`src/rtl/tetris_move_scheduler.sv`:
```
// Merges gravity ticks and button edges into one valid/ready move stream with a post-move holdoff.
// Optional LEFT/RIGHT auto-repeat is built only when AUTO_REPEAT_EN is defined.
module tetris_move_scheduler #(
  parameter logic [23:0] GRAV_BASE = 24'd12_500_000,
  parameter logic [23:0] GRAV_STEP = 24'd500_000,
  parameter logic [23:0] GRAV_MIN  = 24'd1_000_000,
`ifdef AUTO_REPEAT_EN
  parameter logic [23:0] DAS_DELAY = 24'd4_000_000,
  parameter logic [23:0] DAS_RATE  = 24'd1_000_000,
`endif
  parameter int unsigned LOCK_CYC  = 4
) (
  input  logic       clk,
  input  logic       rst,
  input  logic       en,
  input  logic       right,
  input  logic       left,
  input  logic       rr,
  input  logic       rl,
  input  logic [3:0] level,
  input  logic       move_ready,
  output logic       move_valid,
  output logic [2:0] move
);

  // Move codes double as pending-bit indices.
  typedef enum logic [2:0] {
    MvDown  = 3'd0,
    MvRight = 3'd1,
    MvLeft  = 3'd2,
    MvRor   = 3'd3,
    MvRol   = 3'd4
  } move_t;

  typedef enum logic [1:0] {StIdle, StArm, StOffer, StHold} state_t;

  localparam int unsigned HoldW = (LOCK_CYC > 1) ? $clog2(LOCK_CYC) : 1;
  localparam logic [HoldW-1:0] HoldLast = HoldW'(LOCK_CYC - 1);

  state_t           state_q, state_d;
  move_t            move_q, move_d, winner;
  logic             valid_q, valid_d;
  logic [HoldW-1:0] hold_q, hold_d;
  logic [4:0]       pend_q, pend_d, set_vec, rep_set;
  logic [3:0]       btn_now, btn_q, btn_edge;
  logic [23:0]      cnt_q, cnt_d, grav_raw, period;
  logic [27:0]      lvl_prod;
  logic             tick, accept;

  assign btn_now  = {rl, rr, left, right};
  assign btn_edge = btn_now & ~btn_q;

  // Gravity period with saturating subtraction and a floor.
  assign lvl_prod = 28'(level) * 28'(GRAV_STEP);
  assign grav_raw = (lvl_prod >= 28'(GRAV_BASE)) ? 24'd0 : (GRAV_BASE - lvl_prod[23:0]);
  assign period   = (grav_raw < GRAV_MIN) ? GRAV_MIN : grav_raw;
  // >= so that a level change shortening the period below cnt fires at once.
  assign tick     = en && (({1'b0, cnt_q} + 25'd1) >= {1'b0, period});

  always_comb begin
    cnt_d = cnt_q + 24'd1;
    if (!en || tick) begin
      cnt_d = '0;
    end
  end

`ifdef AUTO_REPEAT_EN
  logic [23:0] das_cnt_q [2];
  logic [23:0] das_cnt_d [2];
  logic [1:0]  das_arm_q, das_arm_d, das_fire;

  // Index 0 is RIGHT, 1 is LEFT; the timer counts cycles held since the last set.
  always_comb begin
    das_arm_d = das_arm_q;
    das_fire  = 2'b00;
    for (int i = 0; i < 2; i++) begin
      das_cnt_d[i] = das_cnt_q[i] + 24'd1;
      if (!en || !btn_now[i] || !btn_q[i]) begin
        das_cnt_d[i] = '0;
        das_arm_d[i] = 1'b0;
      end else if (das_cnt_q[i] == ((das_arm_q[i] ? DAS_RATE : DAS_DELAY) - 24'd1)) begin
        das_fire[i]  = 1'b1;
        das_cnt_d[i] = '0;
        das_arm_d[i] = 1'b1;
      end
    end
  end

  always_ff @(posedge clk or posedge rst) begin
    if (rst) begin
      das_cnt_q[0] <= '0;
      das_cnt_q[1] <= '0;
      das_arm_q    <= '0;
    end else begin
      das_cnt_q[0] <= das_cnt_d[0];
      das_cnt_q[1] <= das_cnt_d[1];
      das_arm_q    <= das_arm_d;
    end
  end

  assign rep_set = {2'b00, das_fire, 1'b0};
`else
  assign rep_set = '0;
`endif

  assign set_vec = {btn_edge, tick} | rep_set;
  assign accept  = (state_q == StOffer) && valid_q && move_ready;

  // Set wins over a same-cycle clear of the same move.
  always_comb begin
    pend_d = pend_q;
    if (accept) begin
      pend_d[move_q] = 1'b0;
    end
    pend_d = pend_d | set_vec;
    if (!en) begin
      pend_d = '0;
    end
  end

  always_comb begin
    winner = MvDown;
    if (pend_q[0])      winner = MvDown;
    else if (pend_q[1]) winner = MvRight;
    else if (pend_q[2]) winner = MvLeft;
    else if (pend_q[3]) winner = MvRor;
    else if (pend_q[4]) winner = MvRol;
  end

  always_comb begin
    state_d = state_q;
    move_d  = move_q;
    valid_d = valid_q;
    hold_d  = hold_q;
    unique case (state_q)
      StIdle: begin
        if (en) state_d = StArm;
      end
      StArm: begin
        if (|pend_q) begin
          move_d  = winner;
          valid_d = 1'b1;
          state_d = StOffer;
        end
      end
      StOffer: begin
        if (accept) begin
          valid_d = 1'b0;
          hold_d  = '0;
          state_d = StHold;
        end
      end
      StHold: begin
        if (hold_q == HoldLast) begin
          hold_d  = '0;
          state_d = StArm;
        end else begin
          hold_d = hold_q + 1'b1;
        end
      end
      default: state_d = StIdle;
    endcase
    if (!en) begin
      state_d = StIdle;
      valid_d = 1'b0;
      hold_d  = '0;
    end
  end

  always_ff @(posedge clk or posedge rst) begin
    if (rst) begin
      state_q <= StIdle;
      move_q  <= MvDown;
      valid_q <= 1'b0;
      hold_q  <= '0;
      pend_q  <= '0;
      btn_q   <= '0;
      cnt_q   <= '0;
    end else begin
      state_q <= state_d;
      move_q  <= move_d;
      valid_q <= valid_d;
      hold_q  <= hold_d;
      pend_q  <= pend_d;
      btn_q   <= btn_now;
      cnt_q   <= cnt_d;
    end
  end

  assign move_valid = valid_q;
  assign move       = move_q;

endmodule
```
`config.mk`:
```
export PLATFORM = sky130hd
export DESIGN_NAME = tetris_move_scheduler
export DESIGN_NICKNAME = d
export VERILOG_FILES = /design/src/rtl/tetris_move_scheduler.sv
export SDC_FILE = /design/constraint.sdc
export NUM_CORES = 1
export LEC_CHECK = 0
export BUFFER_PORTS_ARGS = -buffer_cell sky130_fd_sc_hd__buf_2
export CAP_MARGIN = 0
export CORE_ASPECT_RATIO = 0.5
export CORE_UTILIZATION = 57
export CTS_CLUSTER_DIAMETER = 150
export DETAILED_ROUTE_END_ITERATION = 6
export PLACE_DENSITY = 0.76
export SLEW_MARGIN = 15
export SYNTH_ARGS = -nofsm -noshare
export SYNTH_HDL_FRONTEND = slang
export SYNTH_SLANG_ARGS = --single-unit
export TNS_END_PERCENT = 30
```
`constraint.sdc`:
```
create_clock -name clk -period 3.2 [get_ports clk]
set_input_delay 0 -clock clk [delete_from_list [all_inputs] [get_ports clk]]
set_output_delay 0 -clock clk [all_outputs]
set_load 0.02 [all_outputs]
```
==> impl_metrics.yaml <==
grt:
  use_met1: 0.3441
  top_usage_layer: "met2"
  grt_max_degree: 31
  grt_pass1_vias: 3165
  grt_util_met2: 0.5355
  grt_pass1_wl_mm: 14.50
  antenna_found_initial: 0
  grtUsageMet3: 0.03243
  grt_usage: 0.2859
  overflow: 0
yosys:
  postSynthAreaPerCell_sq_um: 9.764
  synth_edf_count: 0
  syn_inst: 362
  synth_top_family_by_area: "simple AND/OR/NAND/NOR gates"
  async_reset_ff_frac: 1.000
  syn_nets: 422
  synth-xor-area-share: 0.09664
  synth_compound_area_frac: 0.1225
  ys_seq_area_frac: 0.2903
  yosys_warnings: 0
  ys_types: 54
  synth_ff_type: "dfrtp_1"
  yosys_register_bits: 41
  netlist_area_sq_um: 3535
  synthAdderAreaFrac: 0.1805
  synthSimpleGateAreaFrac: 0.2648
  muxShareOfSynthArea: 0.005664
cts:
  cts_tree: "done"
  cts_num_sinks: 41
  cts_root_buf: "clkbuf_16"
  htree_levels: 2
  clk_pin_slew_ns: 0.06
  worstSkewPairLatency_ns: 0.28
  clockBufferDepth: 2
  cts_buffers: 5
sta:
  fmax_mhz: 255.0
  setup_tns_ns: -17.39
  final.min_clock_period_ns: 3.922
  worstMarginPinSlew_ns: 1.069
  slew_violations: 0
  fin_crit_sh: 1.226
  report.final.setup_viol: 25
  clock_skew_ns: 0.002428
  rsz0062_at_grt: "true"
  hold_viol_final: 0
  layout_setup_ws_ns: -0.7222
  relSlewSlack: 0.2829
final_layout:
  layout_commonest_cell: "buf_4"
  drive_gt1_frac: 0.2831
  multiInputGateArea_sq_um: 2459
  n_antenna_cell: 0
  nNetsFinal: 504
  layout_common_cells: "buf_4, ha_1, dfrtp_1"
  fillers: 370
  area_delta_synth_final_pct: 27.22
  seq_area_sq_um: 1026
worst_hold_path:
  min_from: "en"
  min_path_type: "input pin to register"
outcome:
  status: "finished with violations"
  violations: "negative setup slack"
route:
  routed_via_density: 5.926
  vias: 3135
  drt_iter0_drc: 185
  wl_per_cell_um: 16.79
  drt_wl_total_mm: 8.882
  antenna_left: 0
  dr.pass1.iters: 5
  drcViolationCount: 0
setup_path:
  crit_type: "input pin to register"
  crit_start: "level[3]"
  critPathRequiredTime_ns: 3.36
  end_kind: "register"
  r2r_start: "cnt_q[0]"
  worstSetupStartpointType: "input pin"
  crit_path_max_fanout: 9
  r2r_slack_ns: -0.40
  arrival_ns: 4.08
floorplanning:
  io_pins: 16
  num_rows: 19
  core_sq_um: 5729
  die_w_um: 113.4
  dieArea_sq_um: 6539
  initial_core_util: 0.6169
  die_height_um: 57.69
placement:
  place_ws_ns: -1.032
  post-dp-hpwl_mm: 6.533
  gp_congestion: 0.8865
  io_buffers: 15
pwr:
  power_density_nw_per_um2: 461.4
  peakVddDrop_mv: 0.3224
  power.static_leakage_nw: 2.091
flow_run:
  maxCapViolCount: 0
[worst max-delay path, cell delays in order]
cell and delay (ns):
buf_2 0.11, fa_1 0.56, inv_1 0.06, fa_1 0.49
inv_2 0.04, ha_4 0.17, buf_4 0.13, o21ai_2 0.17
nor2_1 0.11, nor3_4 0.18, o21ai_1 0.11, xnor2_1 0.14
ha_1 0.29, nand4_1 0.12, or3_1 0.41, or4_4 0.58
nand4_4 0.16, clkbuf_16 0.19, nor3_2 0.04
[final cells by class]
class	instances	area share
inverters	22	0.01892
multi-input cells	293	0.5467
flip-flops and latches	41	0.2282
clock buffers	5	0.02782
well taps	84	0.02337
repair buffers	81	0.1405
clock inverters	3	0.01447
[through the flow]
stage	total power [mW]	std cells	area (sq um)	hold WS [ns]	utilization
floorplan	1.154	362	3596	0.03143	-
global placement	1.370	515	4190	0.1200	0.7314
detailed placement	1.416	515	4190	0.1238	0.7314
CTS	2.076	527	4452	0.02611	0.7770
global route	2.208	529	4497	0.1169	0.7849
finish	2.075	529	4497	0.09343	0.7849
[cells by family (layout without fill, tap and decap cells)]
logic type / count (synthesis) / count (layout)
muxes: 2 / 2
adders and majority gates: 48 / 48
AOI/OAI and AO/OA: 65 / 65
DFF: 41 / 41
buffers and inverters: 28 / 111
xor gates and xnor gates: 39 / 39
and+or+nand+nor: 139 / 139
[registers in the layout (all words and copies together), names as in the netlist]
| register | cells |
|---|---|
| cnt_q | 24 |
| pend_q | 5 |
| btn_q | 4 |
| move | 3 |
| hold_q | 2 |
| state_q | 2 |
| move_valid | 1 |
[power by group]
group | internal (mW) | switching (mW) | total, mW
combinational | 0.382 | 0.414 | 0.795
sequential | 0.566 | 0.0675 | 0.634
clock | 0.445 | 0.201 | 0.646
total | 1.39 | 0.682 | 2.07
[repair_timing]
item	in CTS	in global routing
endpoints found under the setup margin	25	25
gates cloned	0	1
resized for setup	5	2
endpoints found under the hold margin	6	29
hold buffers	4	1
setup buffers	0	0
pin swaps	3	2
[metal layers]
layer,wire (um),vias to the layer above
li1,-,1470
met1,3752,1535
met2,4448,105
met3,414,25
met4,265,0
met5,0,-
[cells in the mapped netlist (3+ instances only)]
library cell	count	share of area
xor2_1	12	0.030
nor3_1	9	0.013
a21boi_0	7	0.015
nand3_1	18	0.025
a21oi_1	15	0.021
nor3b_2	15	0.053
nand2_1	22	0.023
o21ai_0	14	0.020
inv_1	22	0.023
nor3b_1	8	0.017
ha_1	43	0.15
o31ai_1	5	0.011
and3_1	5	0.0088
xnor2_1	27	0.067
o21a_1	6	0.013
a22o_1	3	0.0074
dfrtp_1	41	0.29
fa_1	5	0.028
nand2b_1	5	0.0088
nor2_1	18	0.019
nor3_2	5	0.014
nor2b_1	4	0.0071
nand4_1	12	0.021
[final timing paths]
| kind | endpoint | cells past startpoint |
|---|---|---|
| setup / recovery | cnt_q[5] | 19 |
| hold / removal | move_valid | 2 |
| setup reg to reg | cnt_q[5] | 12 |
| hold reg to reg | pend_q[4] | 2 |
| max in group asynchronous | btn_q[3] | 4 |
| min in group asynchronous | cnt_q[17] | 3 |
Note: power is estimated with default switching activity, not from simulation.
